===== config.mk =====
export PLATFORM = sky130hd
export DESIGN_NAME = jt1943_rom_arb
export DESIGN_NICKNAME = d
export VERILOG_FILES = /design/src/rtl/jt1943_rom_arb.sv
export SDC_FILE = /design/constraint.sdc
export NUM_CORES = 1
export LEC_CHECK = 0
export ABC_AREA = 1
export CORE_AREA = 3 3 173 175
export DETAILED_ROUTE_END_ITERATION = 8
export DIE_AREA = 0 0 176 178
export GPL_TIMING_DRIVEN = 0
export PLACE_DENSITY = 0.62
export SYNTH_ARGS = -nofsm -noshare
export SYNTH_HDL_FRONTEND = slang
export SYNTH_SLANG_ARGS = --single-unit

===== constraint.sdc =====
create_clock -name clk -period 2.5 [get_ports clk]
set_input_delay 0.25 -clock clk [delete_from_list [all_inputs] [get_ports clk]]
set_output_delay 0.25 -clock clk [all_outputs]
set_load 0.03 [all_outputs]

===== src/rtl/jt1943_rom_arb.sv =====
// Graphics SDRAM read-port arbiter with a one-word cache per requester (char, scr1, scr2, obj).
// Optional macro JT1943_CHAR_PRIO_EN: char wins outright whenever pending; round-robin among 1-3.
module jt1943_rom_arb #(
  parameter int AW = 22,
  parameter int DW = 16
) (
  input  logic          clk,
  input  logic          rst_n,
  input  logic          downloading,
  input  logic          char_cs,
  input  logic          scr1_cs,
  input  logic          scr2_cs,
  input  logic          obj_cs,
  input  logic [AW-1:0] char_addr,
  input  logic [AW-1:0] scr1_addr,
  input  logic [AW-1:0] scr2_addr,
  input  logic [AW-1:0] obj_addr,
  output logic [DW-1:0] char_data,
  output logic [DW-1:0] scr1_data,
  output logic [DW-1:0] scr2_data,
  output logic [DW-1:0] obj_data,
  output logic          char_ok,
  output logic          scr1_ok,
  output logic          scr2_ok,
  output logic          obj_ok,
  output logic          sdram_req,
  output logic [AW-1:0] sdram_addr,
  input  logic          sdram_ack,
  input  logic          sdram_rdy,
  input  logic [DW-1:0] sdram_dout
);

  typedef enum logic [1:0] {IDLE, WAIT_ACK, WAIT_DATA} state_t;

  state_t        state_q, state_d;
  logic          req_q, req_d;
  logic [AW-1:0] addr_q, addr_d;
  logic [1:0]    win_q, win_d;
  logic [1:0]    last_q, last_d;
  logic [AW-1:0] tag_q [4];
  logic [AW-1:0] tag_d [4];
  logic [DW-1:0] data_q [4];
  logic [DW-1:0] data_d [4];
  logic [3:0]    valid_q, valid_d;

  logic [3:0]    cs_v, ok_v, pend_v;
  logic [AW-1:0] addr_v [4];
  logic          gnt_any;
  logic [1:0]    gnt_idx, cand;

  assign cs_v = {obj_cs, scr2_cs, scr1_cs, char_cs};

  always_comb begin
    addr_v[0] = char_addr;
    addr_v[1] = scr1_addr;
    addr_v[2] = scr2_addr;
    addr_v[3] = obj_addr;
    for (int unsigned i = 0; i < 4; i++)
      ok_v[i] = cs_v[i] & valid_q[i] & (tag_q[i] == addr_v[i]) & ~downloading;
    pend_v = cs_v & ~ok_v;
  end

  // First pending index found wins; the search order starts just after last_q.
  always_comb begin
    gnt_any = 1'b0;
    gnt_idx = '0;
    cand    = '0;
`ifdef JT1943_CHAR_PRIO_EN
    if (pend_v[0]) begin
      gnt_any = 1'b1;
    end else begin
      for (int unsigned k = 0; k < 3; k++) begin
        cand = 2'(((32'(last_q) + k) % 3) + 1);
        if (!gnt_any && pend_v[cand]) begin
          gnt_any = 1'b1;
          gnt_idx = cand;
        end
      end
    end
`else
    for (int unsigned k = 1; k <= 4; k++) begin
      cand = last_q + 2'(k);
      if (!gnt_any && pend_v[cand]) begin
        gnt_any = 1'b1;
        gnt_idx = cand;
      end
    end
`endif
  end

  always_comb begin
    state_d = state_q;
    req_d   = req_q;
    addr_d  = addr_q;
    win_d   = win_q;
    last_d  = last_q;
    tag_d   = tag_q;
    data_d  = data_q;
    valid_d = valid_q;
    if (downloading) begin
      state_d = IDLE;
      req_d   = 1'b0;
      valid_d = '0;
    end else begin
      case (state_q)
        IDLE: if (gnt_any) begin
          win_d   = gnt_idx;
          addr_d  = addr_v[gnt_idx];
`ifdef JT1943_CHAR_PRIO_EN
          if (gnt_idx != 2'd0) last_d = gnt_idx;
`else
          last_d  = gnt_idx;
`endif
          req_d   = 1'b1;
          state_d = WAIT_ACK;
        end
        WAIT_ACK: if (sdram_ack) begin
          req_d = 1'b0;
          if (sdram_rdy) begin
            data_d[win_q]  = sdram_dout;
            tag_d[win_q]   = addr_q;
            valid_d[win_q] = 1'b1;
            state_d        = IDLE;
          end else begin
            state_d = WAIT_DATA;
          end
        end
        WAIT_DATA: if (sdram_rdy) begin
          data_d[win_q]  = sdram_dout;
          tag_d[win_q]   = addr_q;
          valid_d[win_q] = 1'b1;
          state_d        = IDLE;
        end
        default: state_d = IDLE;
      endcase
    end
  end

  always_ff @(posedge clk or negedge rst_n) begin
    if (!rst_n) begin
      state_q <= IDLE;
      req_q   <= 1'b0;
      addr_q  <= '0;
      win_q   <= '0;
      last_q  <= 2'd3;
      valid_q <= '0;
      for (int unsigned i = 0; i < 4; i++) begin
        tag_q[i]  <= '0;
        data_q[i] <= '0;
      end
    end else begin
      state_q <= state_d;
      req_q   <= req_d;
      addr_q  <= addr_d;
      win_q   <= win_d;
      last_q  <= last_d;
      valid_q <= valid_d;
      for (int unsigned i = 0; i < 4; i++) begin
        tag_q[i]  <= tag_d[i];
        data_q[i] <= data_d[i];
      end
    end
  end

  assign sdram_req  = req_q;
  assign sdram_addr = addr_q;
  assign char_data  = data_q[0];
  assign scr1_data  = data_q[1];
  assign scr2_data  = data_q[2];
  assign obj_data   = data_q[3];
  assign char_ok    = ok_v[0];
  assign scr1_ok    = ok_v[1];
  assign scr2_ok    = ok_v[2];
  assign obj_ok     = ok_v[3];

endmodule


==> run summary <==
POWER AND IR DROP
----------------------------------------------------------------------------------
Leakage power of the design .........................................      6.93 nW
Seq pwr share .......................................................        0.276
IR Drop Worst-Case VDD ..............................................   0.000675 V
Switching component of the power ....................................      9.30 mW
Clock Power Share ...................................................        0.147
Internal power ......................................................      9.97 mW
Sw frac .............................................................        0.482
Combinational share of power ........................................        0.577
Power density relative to cell area ................................. 1360 mW/mm^2

SYNTHESIS
----------------------------------------------------------------------------------
#FFs+latches synth ..................................................          185
Syn Nets ............................................................         1547
Most common flop cell mapped by yosys ...............................      dfrtp_1
Per-instance average area after synthesis ...........................   6.97 sq um
Cells after synthesis ...............................................         1434
Synth Cell Area ..................................................... 0.00999 sq mm
Register area share after synthesis .................................        0.464
Share of synthesized registers carrying an async set or reset .......         1.00
Number of warnings printed during yosys synthesis ...................            0
EDFF count, synth ...................................................            0
Distinct cell type count of the synthesized netlist .................           31

PLACEMENT
----------------------------------------------------------------------------------
Routability congestion estimate .....................................         1.00
Detailed-placement wirelength estimate .............................. 29000 microns
Pre-CTS setup slack .................................................    -0.845 ns
Instance area at placement .......................................... 0.0125 sq mm
Count of input and output buffers ...................................          203

LAYOUT
----------------------------------------------------------------------------------
Final standard cell area without fillers ............................ 0.0141 sq mm
Share of cells above drive strength 1 ...............................        0.141
Signed area change from the synthesized netlist to the final layout .        41.3%
Final core area utilization .........................................        0.493
Total number of nets in the final design ............................         1802
Filler Cell Count ...................................................         2768
Commonest cells after routing, fill and taps aside .................. nand2_1, inv_1, clkdlybuf4s50_1
Leading cell type in the layout, fill and taps excluded .............      nand2_1
Total inserted antenna cells ........................................            0

STA
----------------------------------------------------------------------------------
Final critical-path share of the clock period .......................         1.03
Fmax ................................................................      387 MHz
Unrepaired setup endpoints after global routing .....................         true
Number of pins exceeding their max-slew limit in the final report ...            0
Final-report setup violation count ..................................           21
Slack of the critical path ..........................................   -0.0823 ns
Normalized max-slew margin ..........................................        0.455
Number of hold violations in the final report .......................            0
Final clock skew ....................................................    0.0159 ns
Tightest Pin Transition .............................................     0.818 ns
Final period demand of the worst path ...............................      2.58 ns

FLOORPLAN
----------------------------------------------------------------------------------
Number of top-level design ports ....................................          204
Floorplan row count .................................................           62
Overall die area .................................................... 0.0313 sq mm
Die H ...............................................................  178 microns
Core footprint ...................................................... 0.0286 sq mm
Die width ...........................................................  176 microns
Initial core utilization ............................................        0.349

DETAILED ROUTING
----------------------------------------------------------------------------------
Detailed router's first-iteration violation count ...................          973
Via total after detailed routing ....................................        10600
Detailed-route DRC error count ......................................            0
Drt first pass iters ................................................            5
Post-detailed-route wirelength per cell ............................. 19.2 microns
Total Routed Length ................................................. 40100 microns
Via-per-instance ratio ..............................................         5.09
Routed Antenna Nets .................................................            0

WORST SETUP PATH
----------------------------------------------------------------------------------
Arrival time of the worst setup path ................................      2.90 ns
Maximum fanout along the worst path .................................           10
Required time reported for the critical path endpoint ...............      2.82 ns
Crit path capture type ..............................................    flip-flop
Nature of the critical path startpoint ..............................    flip-flop
CP Class ............................................................      reg2reg

GRT
----------------------------------------------------------------------------------
Overall Global Routing Usage ........................................        0.251
Antenna violations before repair ....................................            1
Largest net degree at the start of global routing ...................          113
Via count of the first global-routing pass ..........................        10300
Wire length of the first global-routing pass ........................ 59400 microns
Leftover overflow at the end of global routing ......................            0

CTS
----------------------------------------------------------------------------------
Bufs on Longest Clock Path ..........................................            2
Number of CTS-inserted buffers ......................................           17
Clock Root Buffer ...................................................    clkbuf_16
Clock Pin Slew Worst Setup and Hold Paths ...........................      0.08 ns
Max H-tree Level ....................................................            4
Number of sinks on the clock net ....................................          185
Clock insertion delay at the later pin of the skew report ...........      0.45 ns
Clock tree from TritonCTS ...........................................        built

RUN STATUS
----------------------------------------------------------------------------------
Outcome ............................................................. finished, violations left
Violated checks ..................................................... negative setup slack

MIN PATH
----------------------------------------------------------------------------------
Worst hold-check path type ..........................................     in2async

RUN
----------------------------------------------------------------------------------
Number of violations of the max-capacitance limit ...................            0

-- critical path, stage by stage, from the launching register on --
cell,delay [ns]
dfrtp_1,0.42
xnor2_2,0.28
nand3_1,0.13
nor2_2,0.14
nand3_4,0.13
nand3_4,0.14
nand2_4,0.07
o21ai_4,0.17
nand4_4,0.21
nand2_4,0.16
buf_12,0.16
buf_8,0.17
nand2_1,0.08
nand3_1,0.11
nand3_1,0.07
-- final timing paths --
path / from / endpoint / slack [ns] / cells after the start
max: tag_q[16] / sdram_addr[0] / -0.08 / 14
min: rst_n / sdram_addr[12] / 0.35 / 2
max reg2reg: tag_q[16] / sdram_addr[0] / -0.08 / 14
min reg2reg: sdram_req / sdram_req / 0.48 / 2
max in group asynchronous: rst_n / tag_q[36] / 1.15 / 3
min in group clk: scr1_addr[15] / sdram_addr[15] / 0.38 / 5
-- power by group through the flow --
stage / Combinational, mW / Sequential [mW] / Clock (mW)
finish: 11.1 / 5.31 / 2.84
global route: 12.0 / 5.47 / 2.97
CTS: 9.90 / 5.26 / 2.86
detailed placement: 9.09 / 5.28 / 0
global placement: 8.99 / 5.25 / 0
floorplan: 4.29 / 6.38 / 0
-- per-layer routing --
metal | routed length [microns] | GRT usage | vias up
met5 | 13 | 0 | -
met4 | 1440 | 0.0944 | 2
met3 | 4260 | 0.0715 | 101
met2 | 18000 | 0.402 | 529
met1 | 16300 | 0.325 | 5022
li1 | - | - | 4974
-- metrics by stage --
stage          instances  power, mW  TNS (ns)  hold slack (ns)
3_3_place_gp        2021       14.2  -1392.71            0.460
2_1_floorplan       1434       10.7         0          -0.0456
6_report            2086       19.3    -0.715            0.351
4_1_cts             2066       18.0  -0.00599            0.397
5_1_grt             2086       20.4     -3.18            0.396
3_5_place_dp        2022       14.4   -112.02            0.271
-- cell families (layout without fill, tap and decap cells) --
family	Yosys count	in the layout	synth area share
AND/OR/NAND/NOR	793	793	0.331
flip-flops	185	185	0.464
AO/OA/AOI/OAI	177	177	0.0909
buffers and inverters	268	536	0.105
XOR/XNOR	11	11	0.00964
-- repair_timing --
| action | CTS | global route |
|---|---|---|
| gates cloned | 1 | 2 |
| hold buffers | 1 | 0 |
| gates resized for setup | 95 | 135 |
| setup buffers | 10 | 19 |
| hold endpoints to repair | 73 | 0 |
| pin swaps | 15 | 33 |
| setup endpoints to repair | 152 | 151 |
-- synthesized netlist by cell type (3+ instances only) --
library cell    n  area, sq um
a21oi_1         5         25.0
a221oi_1        3         26.3
buf_2          12         60.1
buf_4           3         22.5
clkbuf_1       36          135
dfrtp_1       183         4580
inv_1         200          751
inv_2          13         48.8
nand2_1       551         2070
nand2_2         4         25.0
nand3_1       125          626
nand3_2         3         30.0
nand3b_1        3         22.5
nand4_1        16          100
nor2_1         64          240
nor3b_1         3         22.5
nor4_1         15         93.8
o21ai_0       166          831
xnor2_1         8         70.1
xor2_1          3         26.3
-- cell type report --
| class | count | area, sq um | share of cell area |
|---|---|---|---|
| inverter | 213 | 802 | 0.0568 |
| buffer | 54 | 374 | 0.0265 |
| sequential | 185 | 4630 | 0.328 |
| clock buffer | 17 | 425 | 0.0301 |
| clock inverter | 15 | 193 | 0.0137 |
| tap | 384 | 480 | 0.0340 |
| multi-input combinational | 981 | 4850 | 0.344 |
| timing repair buffer | 237 | 2350 | 0.167 |
-- registers in the layout, summed over array words and instances (netlist names) --
signal	count
state_q	2
obj_data	16
tag_q	88
last_q	2
scr2_data	16
win_q	2
char_data	16
sdram_addr	22
valid_q	4
sdram_req	1
scr1_data	16
No activity file was read; power rests on OpenSTA's default activity.
